--- src/rtl/fetch_sequencer.sv ---
// Instruction fetch sequencer: owns the PC, issues credit-limited in-order reads,
// tags and buffers responses for decode, and squashes in-flight work on redirect.
module fetch_sequencer #(
  parameter int unsigned     XLEN     = 32,
  parameter logic [XLEN-1:0] RESET_PC = '0,
  parameter int unsigned     DEPTH    = 2
) (
  input  logic            i_clk,
  input  logic            i_rst,
  output logic            o_im_req_valid,
  input  logic            i_im_req_ready,
  output logic [XLEN-1:0] o_im_addr,
  input  logic            i_im_rdata_valid,
  input  logic [XLEN-1:0] i_im_rdata,
  output logic            o_id_valid,
  input  logic            i_id_ready,
  output logic [XLEN-1:0] o_id_instr,
  output logic [XLEN-1:0] o_id_pc,
  input  logic            i_redirect,
  input  logic [XLEN-1:0] i_redirect_pc,
  input  logic            i_halt,
  output logic            o_misaligned
);

  localparam int unsigned PW = $clog2(DEPTH);
  localparam int unsigned CW = $clog2(DEPTH + 1);
  localparam int unsigned SW = CW + 1;

  typedef enum logic [1:0] {S_RESET, S_FETCH, S_HALT, S_FAULT} state_t;

  state_t          r_state;
  logic [XLEN-1:0] r_pc;
  logic            r_req_valid;
  logic            r_misaligned;
  logic [CW-1:0]   r_out;
  logic [CW-1:0]   r_discard;
  logic [XLEN-1:0] r_pcq [DEPTH];
  logic [PW-1:0]   r_pcq_wr;
  logic [PW-1:0]   r_pcq_rd;
  logic [XLEN-1:0] r_fifo_instr [DEPTH];
  logic [XLEN-1:0] r_fifo_pc [DEPTH];
  logic [PW-1:0]   r_wr;
  logic [PW-1:0]   r_rd;
  logic [CW-1:0]   r_count;

  logic            w_accept;
  logic            w_mis;
  logic            w_pop;
  logic            w_push;
  logic            w_drop;
  logic [CW-1:0]   w_out_next;
  logic [CW-1:0]   w_count_next;
  logic [SW-1:0]   w_sum_next;
  state_t          w_state_next;
  logic            w_req_next;

  always_comb begin
    w_accept     = r_req_valid & i_im_req_ready;
    w_mis        = i_redirect & (i_redirect_pc[1:0] != 2'b00);
    w_pop        = (r_count != '0) & i_id_ready;
    w_drop       = i_im_rdata_valid & (r_discard != '0);
    w_push       = i_im_rdata_valid & (r_discard == '0);
    w_out_next   = r_out + CW'(w_accept) - CW'(i_im_rdata_valid);
    w_count_next = i_redirect ? '0 : (r_count + CW'(w_push) - CW'(w_pop));
    w_sum_next   = SW'(w_out_next) + SW'(w_count_next);
  end

  always_comb begin
    w_state_next = r_state;
    if (w_mis) begin
      w_state_next = S_FAULT;
    end else begin
      case (r_state)
        S_RESET: w_state_next = S_FETCH;
        S_FETCH: if (i_halt) w_state_next = S_HALT;
        S_HALT:  if (!i_halt) w_state_next = S_FETCH;
        default: w_state_next = S_FAULT;
      endcase
    end
  end

  // Request valid is registered from next-cycle credits; a pending request
  // survives entry into HALT and is only withdrawn by a redirect.
  always_comb begin
    w_req_next = 1'b0;
    if (w_mis) begin
      w_req_next = 1'b0;
    end else if (r_req_valid && !i_im_req_ready && !i_redirect) begin
      w_req_next = 1'b1;
    end else begin
      w_req_next = (w_state_next == S_FETCH) && (w_sum_next < SW'(DEPTH));
    end
  end

  always_ff @(posedge i_clk or posedge i_rst) begin
    if (i_rst) begin
      r_state      <= S_RESET;
      r_pc         <= RESET_PC;
      r_req_valid  <= 1'b0;
      r_misaligned <= 1'b0;
      r_out        <= '0;
      r_discard    <= '0;
      r_pcq_wr     <= '0;
      r_pcq_rd     <= '0;
      r_wr         <= '0;
      r_rd         <= '0;
      r_count      <= '0;
      for (int unsigned i = 0; i < DEPTH; i++) begin
        r_pcq[i]        <= '0;
        r_fifo_instr[i] <= '0;
        r_fifo_pc[i]    <= '0;
      end
    end else begin
      r_state      <= w_state_next;
      r_req_valid  <= w_req_next;
      r_misaligned <= w_mis;
      r_out        <= w_out_next;
      r_count      <= w_count_next;

      if (w_accept) begin
        r_pcq[r_pcq_wr] <= r_pc;
        r_pcq_wr        <= r_pcq_wr + 1'b1;
      end
      if (i_im_rdata_valid) begin
        r_pcq_rd <= r_pcq_rd + 1'b1;
      end

      if (i_redirect) begin
        r_discard <= w_out_next;
      end else if (w_drop) begin
        r_discard <= r_discard - 1'b1;
      end

      if (i_redirect && !w_mis) begin
        r_pc <= i_redirect_pc;
      end else if (w_accept) begin
        r_pc <= r_pc + XLEN'(4);
      end

      if (i_redirect) begin
        r_wr <= '0;
        r_rd <= '0;
      end else begin
        if (w_push) begin
          r_fifo_instr[r_wr] <= i_im_rdata;
          r_fifo_pc[r_wr]    <= r_pcq[r_pcq_rd];
          r_wr               <= r_wr + 1'b1;
        end
        if (w_pop) begin
          r_rd <= r_rd + 1'b1;
        end
      end
    end
  end

  always_ff @(posedge i_clk) begin
    if (!i_rst) begin
      assert (!(w_push && !w_pop && (r_count == CW'(DEPTH))));
    end
  end

  assign o_im_req_valid = r_req_valid;
  assign o_im_addr      = r_pc;
  assign o_id_valid     = (r_count != '0);
  assign o_id_instr     = r_fifo_instr[r_rd];
  assign o_id_pc        = r_fifo_pc[r_rd];
  assign o_misaligned   = r_misaligned;

endmodule

--- config.mk ---
export PLATFORM = sky130hd
export DESIGN_NAME = fetch_sequencer
export DESIGN_NICKNAME = d
export VERILOG_FILES = /design/src/rtl/fetch_sequencer.sv
export SDC_FILE = /design/constraint.sdc
export NUM_CORES = 1
export LEC_CHECK = 0
export ABC_CLOCK_PERIOD_IN_PS = 8500
export BUFFER_PORTS_ARGS = -buffer_cell sky130_fd_sc_hd__buf_4
export CORE_AREA = 2 2 253 155
export DETAILED_ROUTE_END_ITERATION = 10
export DIE_AREA = 0 0 255 157
export GPL_TIMING_DRIVEN = 0
export PLACE_DENSITY = 0.41
export SYNTH_ARGS = -nofsm -noshare
export SYNTH_HDL_FRONTEND = slang
export SYNTH_SLANG_ARGS = --single-unit
--- constraint.sdc ---
create_clock -name i_clk -period 8.5 [get_ports i_clk]
set_clock_uncertainty 0.1 [all_clocks]
set_input_delay 1.275 -clock i_clk [delete_from_list [all_inputs] [get_ports i_clk]]
set_output_delay 1.275 -clock i_clk [all_outputs]
set_load 0.03 [all_outputs]
* Word-level counts from Yosys, hierarchy flattened
Index checks and enable logic that the tools add are counted.
Widths: inputs -> output; s select.
** Word-level totals
- Register bits :: 238
- Word-level logic and storage cells :: 98
- Output and inout port bits :: 99
** Cells by class
- $lt $le $gt $ge :: 7
- Bitwise gates (word level) :: 10
- Eq/ne operators :: 3
- Reductions and logical operators :: 19
- Multiplexer cells :: 31
- $add $sub $neg :: 11
** Operators by type and width (number)
- $mux 32 :: 13
- $bwmux 64 :: 3
- $demux 32 s1 :: 2
- $add 32x3->32 const B :: 1
- $reduce_bool 2->1 :: 7
- $mux 2 :: 6
- $ge 2x2->1 const B :: 4
- $not 1->2 :: 4
- $logic_and 1x1->1 :: 6
- $mux 1 :: 6
- $pmux 2 s3 :: 1
- $and 1x1->1 :: 5
- $add 1x1->1 const B :: 4
- $add 2x1->2 :: 2
- $eq 2x1->1 const B :: 2
- $logic_not 2->1 :: 2
- $lt 2x1->1 const B :: 2
- $sub 2x1->2 :: 2
- $add 2x2->3 :: 1
- $logic_not 1->1 :: 3
- $lt 3x2->1 const B :: 1
- $eq 2x2->1 const B :: 1
- $reduce_and 2->1 :: 1
- $sub 2x1->2 const B :: 1
- $not 1->1 :: 1

* Depth between registers and ports, before layout
Gate-level depths: netlist (run 1).
- Depth after elaboration :: 10
- Depth in mapped cells :: 10

* Worst setup path after synthesis (run 1)
Ideal clock, no wire load.
- Path kind :: input to register
- Start :: input i_im_req_ready
- End :: register r_req_valid, in the netlist o_im_req_valid
- Cell stages on the path :: 9
- Slack :: 5.242 ns
- Library setup time :: 0.095 ns
- Data required time :: 8.305 ns
- Arrival time :: 3.063 ns
- Cells stage by stage :: buf_2 -> nand2_1 -> ha_1 -> inv_1 -> ha_1 -> xnor2_1 -> xnor2_1 -> fa_1 -> o31ai_1
** On the way
- Word-level cells in the longest chain between the ends :: 8
- Elaborated cells on any way between the ends :: 11
- Classes of those cells :: add/sub: 3; order compare: 1; mux: 2; bitwise: 1; reduce/logical: 4
** RTL lines
- start, declared :: line 11 : input logic i_im_req_ready,
- $and 1x1->1 :: line 58 : w_accept = r_req_valid & i_im_req_ready;
- $add 2x1->2 :: line 63 : w_out_next = r_out + CW'(w_accept) - CW'(i_im_rdata_valid);
- $sub 2x1->2 :: line 63
- net w_out_next[1] :: line 51 : logic [CW-1:0] w_out_next;
- $add 2x2->3 :: line 65 : w_sum_next = SW'(w_out_next) + SW'(w_count_next);
- $lt 3x2->1 :: line 91 : w_req_next = (w_state_next == S_FETCH) && (w_sum_next < SW'(DEPTH));
- $logic_and 1x1->1 :: line 91
- $mux 1 :: line 88 : end else if (r_req_valid && !i_im_req_ready && !i_redirect) begin
- $mux 1 :: line 86 : if (w_mis) begin
- net w_req_next :: line 55 : logic w_req_next;
- end signal, assigned :: line 115 : r_req_valid <= w_req_next;
- end, declared :: line 33 : logic r_req_valid;
The timed path passes the listed nets, and every way through them passes these cells.
A chain may end at the register's enable or synchronous reset.

* Worst setup path in the final report (run 1)
- Start :: register r_rd
- End :: output o_id_pc[0]
** On the way
- Word-level cells in the longest chain between the ends :: 4
** RTL lines
- start, declared :: line 43 : logic [PW-1:0] r_rd;
- start signal, assigned :: line 150 : r_rd <= r_rd + 1'b1;
- $not 1->2 (not written as such) :: line 166 : assign o_id_pc = r_fifo_pc[r_rd];
- $mux 32 (not written as such) (3 in series) :: line 166
- end, declared :: line 18 : output logic [XLEN-1:0] o_id_pc,
No other way between the ends. The select of a mux whose other input is x is not followed.

==> results.md, run 1 <==
* Final Hold Slack at 0.373 ns
* Capture point of the worst reg-to-reg path: r_fifo_pc[44]
* Biggest area consumer among synthesized cells: dfrtp_1
* CP max FO at 10
* Routed Antenna Nets at 0
* Most frequent cells in the layout: dfrtp_1 (238), mux2_2 (184), buf_4 (168)
* Final HPWL DP at 21100 µm
* CTS clock-pin slew for the worst setup and hold paths at roughly 0.06 ns
* Count of different cell masters after synthesis at 31
* DRC at 0
* Worst slew margin at 23.7%
* Critical Path End Type: output pin
* First-pass GRT wire length at approximately 46000 µm
* RR Startpoint: r_discard[0]
* Chip Width at ~260 µm
* Combinational Power Share at around 38%
* Yosys top cell area share at between 50% and 60%
* Maxcap violations at 0
* Via count at slightly above 7000
* IO Pins at between 150 and 200
* Initial DRT Pass Iterations at 4
* P per Cell Area at roughly 340 nW/µm²
* Clock buffer depth at 3
* Antenna cells at 0
* Die Y at approximately 160 µm
* Final setup fails at 0
* RSZ-0062 raised after global routing: no
* First DRT Iteration DRCs at roughly 310
* Worst Setup Start Kind: register
* Req. time, crit path at just over 7 ns
* Mapped Cells at approximately 860
* Clock power frac at 26.4%
* Post-CTS Resized at 0
* H-tree levels at 1
* Hold depth at 2
* Worst min path class: reg -> reg
* Mapped Area at between 10000 and 15000 µm²
* Synth top area cells: dfrtp_1 (57%), mux2_2 (20%), o21ai_0 (3.3%), nand2_1 (3.2%), mux2i_1 (3.2%)
* Peak VDD IR at about 0.18 mV
* WP data arrival at roughly 2.8 ns
* Critical path type: reg -> out
* Port-buffer cells at around 170
* WL/cell at ~19 µm
* Sequential area share after synthesis at between 50% and 60%
* Internal power component at slightly below 3 mW
* Sw Share at between 30 and 40%
* Synth-to-layout area growth at 27.5%
* Core Util, Final at 35.4%
* Critical hold path startpoint: r_fifo_pc[7]
* Vias in the first global route at around 7300
* Vias per std cell at between 4 and 5
* Synth warn at 0
* Outcome: complete, no violations
* Clock buffer count from CTS at 26
* CTS tree: done
* Clock Sinks at between 200 and 250
* Final Max Slew Viols at 0
* Antenna violations before repair at 0
* Post-CTS Hold Buffers at 0
* Tcrit/Tclk final at about half
* Total die area at between 40000 and 50000 µm²
* Clk root buf: clkbuf_16
* Hold EP: r_fifo_pc[7]
* Syn_area_per_cell at around 12 µm²
* Fmax at roughly 240 MHz
* Sw Pwr at roughly 1.6 mW
* Core Box Area at 37500 µm²
* Post-route minimum period at roughly 4.1 ns
* Syn Nets at around 940
* Share of layout cells above drive strength 1 at a little under two fifths
* Drt total wl at 29800 µm
* Row cnt at 55
* Initial Utilization at between 20% and 30%
* FILL cells at roughly 3800
* # Post-CTS Setup Buffers at 0
* Cell depth of the worst flop-to-flop path at 7
* Gpl congestion at approximately 0.74
* P_leak at about 6.1 nW
* Seq pwr share at a little over a third
* Worst skew pair latency at approximately 0.54 ns
* GRT Residual Overflow at 0
* Fin nets at between 1000 and 1500
* Gr usage total at roughly 15%
* R2r setup slk at between 5 and 6 ns
* Pin count of the biggest net entering global routing at 116
* Synth Register Bits at ~240
* Actual slew at the worst max-slew pin at 1.14 ns
* Commonest non-fill, non-tap cell in the layout: dfrtp_1
* Final hold viol count at 0
## final cells by class
type	count	area, µm²	area share [%]
Tap cell	513	642	4.83
Timing Repair Buffer	170	1320	9.91
Clock inverter	5	100	0.754
Buffer	49	190	1.43
Inverter	10	45.0	0.339
Multi-Input combinational cell	561	4230	31.9
Clock buffer	40	795	5.98
Sequential cell	238	5960	44.9
## worst max-delay path by stage
stage,start,to,depth (start not counted)
3_3_place_gp,i_rst,o_im_addr[12],2
3_5_place_dp,i_im_rdata_valid,r_fifo_pc[44],6
6_report,r_rd,o_id_pc[0],4
2_1_floorplan,i_rst,o_im_addr[0],1
4_1_cts,r_rd,o_id_pc[0],4
5_1_grt,r_rd,o_id_pc[0],4
## metal layers
layer / GRT usage, % / up-vias / wire length (µm)
li1: - / 3374 / -
met4: 3.76 / 0 / 655
met5: 0 / - / 0
met3: 2.43 / 47 / 952
met1: 22.5 / 3528 / 15000
met2: 23.3 / 105 / 13200
## power by group through the flow
| stage | Clock [mW] | Combinational [mW] | Sequential, mW |
|---|---|---|---|
| 2_1_floorplan | 0 | 1.13 | 1.62 |
| 3_3_place_gp | 0 | 1.74 | 1.63 |
| 3_5_place_dp | 0 | 1.75 | 1.63 |
| 4_1_cts | 1.23 | 1.76 | 1.61 |
| 5_1_grt | 1.28 | 1.85 | 1.65 |
| 6_report | 1.19 | 1.72 | 1.61 |
## stage by stage
step | cell area [µm²] | power (mW) | setup WS [ns] | TNS (ns) | instances
global route | 13300 | 4.78 | 4.18 | 0 | 1586
floorplan | 10400 | 2.75 | 0.594 | 0 | 858
global placement | 12300 | 3.37 | -2.96 | -693.57 | 1539
detailed placement | 12400 | 3.38 | 4.34 | 0 | 1541
CTS | 13300 | 4.60 | 4.25 | 0 | 1586
finish | 13300 | 4.52 | 4.37 | 0 | 1586
## cell families (layout without fill, tap and decap cells)
| logic type | Yosys count | count (layout) | share of synthesized area [%] |
|---|---|---|---|
| AOI/OAI and AO/OA | 109 | 109 | 5.31 |
| xor gates and xnor gates | 36 | 36 | 3.03 |
| adders and majority gates | 7 | 7 | 0.913 |
| buffers and inverters | 59 | 274 | 2.19 |
| DFF | 238 | 238 | 57.2 |
| muxes | 217 | 217 | 23.1 |
| and+or+nand+nor | 192 | 192 | 8.34 |
## state kept, by name, indices dropped and copies added (netlist names), 2 cells and up
name	count
r_out	2
r_fifo_pc	64
r_count	2
r_state	2
r_fifo_instr	64
r_pcq	64
r_discard	2
o_im_addr	32
## worst max-delay path, cell delays in order (launching register included)
cell and delay (ns):
dfrtp_1 0.34, clkbuf_1 0.57, clkbuf_1 0.66, mux2_2 0.46, buf_4 0.18
## cells in the mapped netlist, drive strengths merged
library cell,n
a21oi,37
and2,7
and3,1
and4,6
buf,13
clkbuf,36
dfrtp,238
fa,1
ha,6
inv,10
mux2,184
mux2i,33
nand2,90
nand2b,1
nand3,12
nand4,5
nor2,47
nor2b,1
nor3,12
nor4,5
o211ai,2
o21ai,69
o31ai,1
or2,2
or3,1
or4,2
xnor2,26
xor2,10
Note: power is estimated with default switching activity, not from simulation.
==> inputs of run 2 (changes only) <==
--- a/config.mk
+++ b/config.mk
@@ -5,7 +5,7 @@
 export SDC_FILE = /design/constraint.sdc
 export NUM_CORES = 1
 export LEC_CHECK = 0
-export ABC_CLOCK_PERIOD_IN_PS = 8500
+export ABC_CLOCK_PERIOD_IN_PS = 4100
 export BUFFER_PORTS_ARGS = -buffer_cell sky130_fd_sc_hd__buf_4
 export CORE_AREA = 2 2 253 155
 export DETAILED_ROUTE_END_ITERATION = 10
==> constraint.sdc (replaced) <==
create_clock -name i_clk -period 4.1 [get_ports i_clk]
set_clock_uncertainty 0.1 [all_clocks]
set_input_delay 0.615 -clock i_clk [delete_from_list [all_inputs] [get_ports i_clk]]
set_output_delay 0.615 -clock i_clk [all_outputs]
set_load 0.03 [all_outputs]
==> run 2 against run 1 <==
  * Via count up 0.72%
  * Setup slack worse by 3.7 ns
  * Hold slack worse by 0.25 ns
  * Clock power up 97%
  * Global-route usage up 0.072 points
  * Die area unchanged
==> results.md, run 2 (synthesized netlist as in run 1, its figures left out) <==
* RSZ-0062 raised after global routing: no (unchanged)
* Final HPWL DP at 21500 µm (was 21100 µm)
* Row cnt at 55 (unchanged)
* Final setup fails at 0 (unchanged)
* Crit-path max cell delay at 0.65 ns (was 0.66 ns)
* WL/cell at 18.8 µm (about the same)
* Worst min path class: in -> async (was reg -> reg)
* First-pass GRT wire length at 46600 µm (was 46000 µm)
* DP Worst Slack at 0.549 ns (was 4.34 ns)
* Post-route minimum period at ~3.4 ns
* Chip Width at 255 µm (unchanged)
* Core Box Area at 37500 µm² (unchanged)
* Most frequent cells in the layout: dfrtp_1 (238), mux2_2 (184), buf_4 (168) (unchanged)
* Peak VDD IR at 0.251 mV (was 0.177 mV)
* Via count at 7105 (was 7054)
* First DRT Iteration DRCs at 297 (was 313)
* Maxcap violations at 0 (unchanged)
* GRT Residual Overflow at 0 (unchanged)
* CTS clock-pin slew for the worst setup and hold paths at 0.06 ns (about the same)
* # Post-CTS Setup Buffers at 0 (unchanged)
* P_leak at 6.06 nW (about the same)
* Worst Setup Start Kind: register (unchanged)
* CTS tree: done (unchanged)
* Initial DRT Pass Iterations at 4 (unchanged)
* Worst slew margin at 21.3% (was 23.7%)
* Tcrit/Tclk final at between 80% and 90%
* Die Y at 157 µm (unchanged)
* Drt total wl at 29900 µm (was 29800 µm)
* Final setup margin at 0.675 ns (was 4.37 ns)
* FILL cells at 3762 (was 3772)
* Outcome: complete, no violations (unchanged)
* Antenna violations before repair at 0 (unchanged)
* Post-CTS Resized at 0 (unchanged)
* Actual slew at the worst max-slew pin at 1.17 ns (was 1.14 ns)
* Synth-to-layout area growth at 27.5% (about the same)
* Clock Sinks at 238 (unchanged)
* Final hold viol count at 0 (unchanged)
* Sum Neg Setup Slack at 0 ns (unchanged)
* Crit-path cells: clkbuf_1, clkbuf_1, mux2_2, buf_4 (unchanged)
* Pin count of the biggest net entering global routing at 39 (was 116)
* CP delay by family, top: buffers and inverters (unchanged)
* RR Startpoint: r_discard[0] (unchanged)
* Cell count after placement at 1545 (was 1541)
* Post-CTS Hold Buffers at 0 (unchanged)
* Gpl congestion at 0.717 (was 0.739)
* Clk root buf: clkbuf_16 (unchanged)
* Req. time, crit path at 3.38 ns (was 7.12 ns)
* Biggest regs: r_fifo_instr: 64 flops, r_fifo_pc: 64 flops, r_pcq: 64 flops (unchanged)
* Commonest non-fill, non-tap cell in the layout: dfrtp_1 (unchanged)
* Final Max Slew Viols at 0 (unchanged)
* Clock buffer depth at 3 (unchanged)
* Final std cells w/o fill at 1591 (was 1586)
* Gr usage total at 15.3% (about the same)
* P per Cell Area at 695 nW/µm² (was 340 nW/µm²)
* Antenna cells at 0 (unchanged)
* R2r setup slk at 0.86 ns (was 5.28 ns)
* Share of layout cells above drive strength 1 at 37.7% (about the same)
* Pwr Total at 9.24 mW (was 4.52 mW)
* CP max FO at 10 (unchanged)
* Worst skew pair latency at 0.54 ns (about the same)
* Routed Antenna Nets at 0 (unchanged)
* Port-buffer cells at 168 (unchanged)
* Critical Path End Type: output pin (unchanged)
* Critical path type: reg -> out (unchanged)
* Fmax at 292 MHz
* DRC at 0 (unchanged)
* Worst path slowest cell: clkbuf_1 (unchanged)
* Cell depth of the worst flop-to-flop path at 7 (unchanged)
* Total die area at 40000 µm² (unchanged)
* IO Pins at 170 (unchanged)
* Vias per std cell at 4.47 (was 4.45)
* Initial Utilization at 27.8% (unchanged)
* Capture point of the worst reg-to-reg path: r_fifo_pc[49] (was r_fifo_pc[44])
* Vias in the first global route at 7440 (was 7313)
* Fin nets at 1138 (was 1134)
* WP data arrival at 2.71 ns (was 2.75 ns)
* H-tree levels at 1 (unchanged)
* Most frequent cell on the critical path: clkbuf_1 (unchanged)
* CP bufs+invs at 3 (unchanged)
* Clock buffer count from CTS at 26 (unchanged)
-- run 2: changes by cell type in the layout (fill, tap and decap cells not counted), sizes merged --
cell / before / now
buf: 183 / 187
bufinv: 3 / 1
clkbuf: 76 / 78
clkinvlp: 0 / 1
-- run 2: how the worst max path moves through the flow --
stage,start,to,slack [ns],cells after the start
5_1_grt,r_discard[0],r_fifo_pc[46],0.42,7
6_report,r_rd,o_id_pc[7],0.67,4
3_3_place_gp,i_rst,r_fifo_pc[24],-1.63,2
2_1_floorplan,i_rst,o_im_addr[0],0.27,1
4_1_cts,r_rd,o_id_pc[17],0.49,4
3_5_place_dp,i_im_rdata_valid,r_fifo_pc[49],0.55,6
-- run 2: area by class of cell --
| cell class | instances | area [µm²] | share of cell area (%) |
|---|---|---|---|
| Inverter | 10 | 41.3 | 0.311 |
| Buffer | 49 | 190 | 1.43 |
| Clock buffer | 42 | 792 | 5.96 |
| Tap cell | 513 | 642 | 4.83 |
| Multi-Input combinational cell | 561 | 4230 | 31.9 |
| Timing Repair Buffer | 174 | 1380 | 10.4 |
| Clock inverter | 4 | 48.8 | 0.367 |
| Sequential cell | 238 | 5960 | 44.8 |
-- run 2: metal layers --
metal,vias up,global-route usage (%),share of wire (%)
met5,-,0,0
met4,0,2.92,1.7
met3,31,2.75,4.4
met2,113,23.4,44
met1,3568,22.8,50
li1,3393,-,-
-- run 2: report_power, final --
group	switching, mW	leakage (nW)	total (mW)	internal (mW)
logic	2.00	2.56	3.55	1.55
clock network	0.971	0.413	2.35	1.38
registers	0.367	3.08	3.34	2.97
-- run 2: per-stage QoR --
stage / instance area [µm²] / hold slack, ns / utilization (%)
global route: 13300 / 0.159 / 35.4
detailed placement: 12400 / 0.365 / 33.2
floorplan: 10400 / 0.344 / -
CTS: 13300 / 0.124 / 35.4
finish: 13300 / 0.127 / 35.4
global placement: 12300 / 0.356 / 32.9
-- run 2: worst reg2reg max path, cell delays in order, from the launching register on --
cell and delay (ns):
dfrtp_1 0.36, inv_1 0.09, ha_1 0.17, nand2_1 0.12
nor3_1 0.91, clkbuf_1 0.53, buf_1 0.62, a21oi_1 0.17
==> inputs of run 3 (changes only) <==
--- a/config.mk
+++ b/config.mk
@@ -5,7 +5,7 @@
 export SDC_FILE = /design/constraint.sdc
 export NUM_CORES = 1
 export LEC_CHECK = 0
-export ABC_CLOCK_PERIOD_IN_PS = 4100
+export ABC_CLOCK_PERIOD_IN_PS = 3300
 export BUFFER_PORTS_ARGS = -buffer_cell sky130_fd_sc_hd__buf_4
 export CORE_AREA = 2 2 253 155
 export DETAILED_ROUTE_END_ITERATION = 10
==> constraint.sdc (replaced) <==
create_clock -name i_clk -period 3.3 [get_ports i_clk]
set_clock_uncertainty 0.1 [all_clocks]
set_input_delay 0.495 -clock i_clk [delete_from_list [all_inputs] [get_ports i_clk]]
set_output_delay 0.495 -clock i_clk [all_outputs]
set_load 0.03 [all_outputs]
==> run 3 against run 2 <==
  * The run now ends with hold timing left
  * Hold slack worse by 0.13 ns
  * Register-to-register slack worse by 0.44 ns
  * Final cell count about the same
==> results.md, run 3 (synthesized netlist as in run 1, its figures left out) <==
* Outcome: finished with violations (was complete, no violations)
* Failing checks: hold timing
* Chip Width at 255 µm (unchanged)
* WP data arrival at 2.40 ns (was 2.71 ns)
* Final setup margin at 0.301 ns (was 0.675 ns)
* Peak VDD IR at 0.312 mV (was 0.251 mV)
* Worst min path class: in -> async (unchanged)
* Core Box Area at 37500 µm² (unchanged)
* First DRT Iteration DRCs at 249 (was 297)
* Tcrit/Tclk final at 90.9%
* Worst skew pair latency at 0.54 ns (about the same)
* Worst slew margin at 41.9% (was 21.3%)
* CTS tree: done (unchanged)
* Critical Path End Type: output pin (unchanged)
* CP bufs+invs at 2 (was 3)
* RSZ-0062 raised after global routing: no (unchanged)
* Final HPWL DP at 21500 µm (unchanged)
* Die Y at 157 µm (unchanged)
* Vias in the first global route at 7431 (was 7440)
* Worst path slowest cell: dfrtp_1 (was clkbuf_1)
* P per Cell Area at 864 nW/µm² (was 695 nW/µm²)
* Gr usage total at 15.3% (about the same)
* Clock buffer count from CTS at 26 (unchanged)
* Pin count of the biggest net entering global routing at 39 (unchanged)
* Final Max Slew Viols at 0 (unchanged)
* M1 GR Usage at 22.8% (about the same)
* Fin nets at 1137 (was 1138)
* Antenna violations before repair at 0 (unchanged)
* GRT Residual Overflow at 0 (unchanged)
* Most frequent cells in the layout: dfrtp_1 (238), mux2_2 (184), buf_4 (168) (unchanged)
* Crit-path max cell delay at 0.70 ns (was 0.65 ns)
* Drt total wl at 29900 µm (unchanged)
* Clock Sinks at 238 (unchanged)
* Commonest non-fill, non-tap cell in the layout: dfrtp_1 (unchanged)
* Post-CTS Resized at 4 (was 0)
* IO Pins at 170 (unchanged)
* Routed Antenna Nets at 0 (unchanged)
* GRT met3 Usage at 2.75% (unchanged)
* Gpl congestion at 0.717 (unchanged)
* Maxcap violations at 0 (unchanged)
* DRC at 0 (unchanged)
* Critical path type: reg -> out (unchanged)
* Actual slew at the worst max-slew pin at 0.872 ns (was 1.17 ns)
* H-tree levels at 1 (unchanged)
* Initial DRT Pass Iterations at 4 (unchanged)
* WL/cell at 18.8 µm (about the same)
* Core Util, Final at 35.4% (about the same)
* CP delay by family, top: buffers and inverters (unchanged)
* Vias per std cell at 4.46 (was 4.47)
* Clock buffer depth at 3 (unchanged)
* Crit-path cells: clkbuf_1, mux2_2, buf_4 (was clkbuf_1, clkbuf_1, mux2_2, buf_4)
* First-pass GRT wire length at 46600 µm (about the same)
* Final hold viol count at 2 (was 0)
* Share of layout cells above drive strength 1 at 38.1% (was 37.7%)
* DP Worst Slack at -0.131 ns (was 0.549 ns)
* Final setup fails at 0 (unchanged)
* Post-CTS Hold Buffers at 0 (unchanged)
* Worst Setup Start Kind: register (unchanged)
* Final Hold Slack at -0.000965 ns (was 0.127 ns)
* Biggest regs: r_fifo_instr: 64 flops, r_fifo_pc: 64 flops, r_pcq: 64 flops (unchanged)
* Antenna cells at 0 (unchanged)
* # Post-CTS Setup Buffers at 0 (unchanged)
* Via count at 7095 (was 7105)
* Row cnt at 55 (unchanged)
* Post-route minimum period at 3.00 ns
* Req. time, crit path at 2.70 ns (was 3.38 ns)
* Total die area at 40000 µm² (unchanged)
* Fmax at approximately 330 MHz
* Synth-to-layout area growth at 27.6% (was 27.5%)
* Grt peak-use layer: met2 (unchanged)
* Port-buffer cells at 168 (unchanged)
* Met2 GRT Util at 23.3% (was 23.4%)
* CP max FO at 11 (was 10)
* CTS clock-pin slew for the worst setup and hold paths at 0.06 ns (about the same)
* Clk root buf: clkbuf_16 (unchanged)
* P_leak at 6.07 nW (was 6.06 nW)
* Initial Utilization at 27.8% (unchanged)
==> run 3: cell count changes in the layout (fill, tap and decap cells not counted) <==
cell / change
nor3_2: +1
nor3_1: -1
clkbuf_2: +3
clkbuf_1: -4
==> run 3: layout make-up <==
type	count	area, µm²
buffer	48	190
multi-input combinational	561	4240
inverter	10	41.3
fill	3764	24200
sequential	238	5960
clock buffer	42	792
tap	513	642
clock inverter	4	48.8
timing repair buffer	174	1380
==> run 3: through the flow <==
step	power [mW]	hold WS [ns]	std cells	setup TNS (ns)	cell area (µm²)
2_1_floorplan	7.08	0.344	858	-98.73	10400
6_report	11.5	-0.000965	1590	0	13300
3_3_place_gp	8.66	0.356	1539	-541.67	12300
4_1_cts	11.7	0.00410	1590	0	13300
3_5_place_dp	8.70	0.365	1545	-1.69	12400
5_1_grt	12.2	0.0387	1590	0	13300
==> run 3: path summary, 6_finish.rpt <==
kind | startpoint | to | slack, ns | cells after the start
max in group asynchronous | i_rst | r_fifo_pc[24] | 1.95 | 5
worst max register to register | r_discard[0] | r_fifo_pc[49] | 0.42 | 7
worst max-delay path | r_rd | o_id_pc[27] | 0.30 | 3
worst min-delay path | i_rst | r_state[1] | -0.001 | 2
min in group i_clk | i_halt | r_state[0] | 0.06 | 2
worst min register to register | r_fifo_pc[24] | r_fifo_pc[24] | 0.37 | 2
==> run 3: power by group <==
part / leakage [nW] / switching (mW) / internal (mW)
clock: 0.413 / 1.21 / 1.71
sequential: 3.08 / 0.474 / 3.69
combinational: 2.57 / 2.47 / 1.93
==> run 3: routing by layer <==
metal,part of all wire [%],vias to the layer above
met5,0,-
met4,1.8,0
met3,4.5,32
met2,44,119
met1,50,3556
li1,-,3388
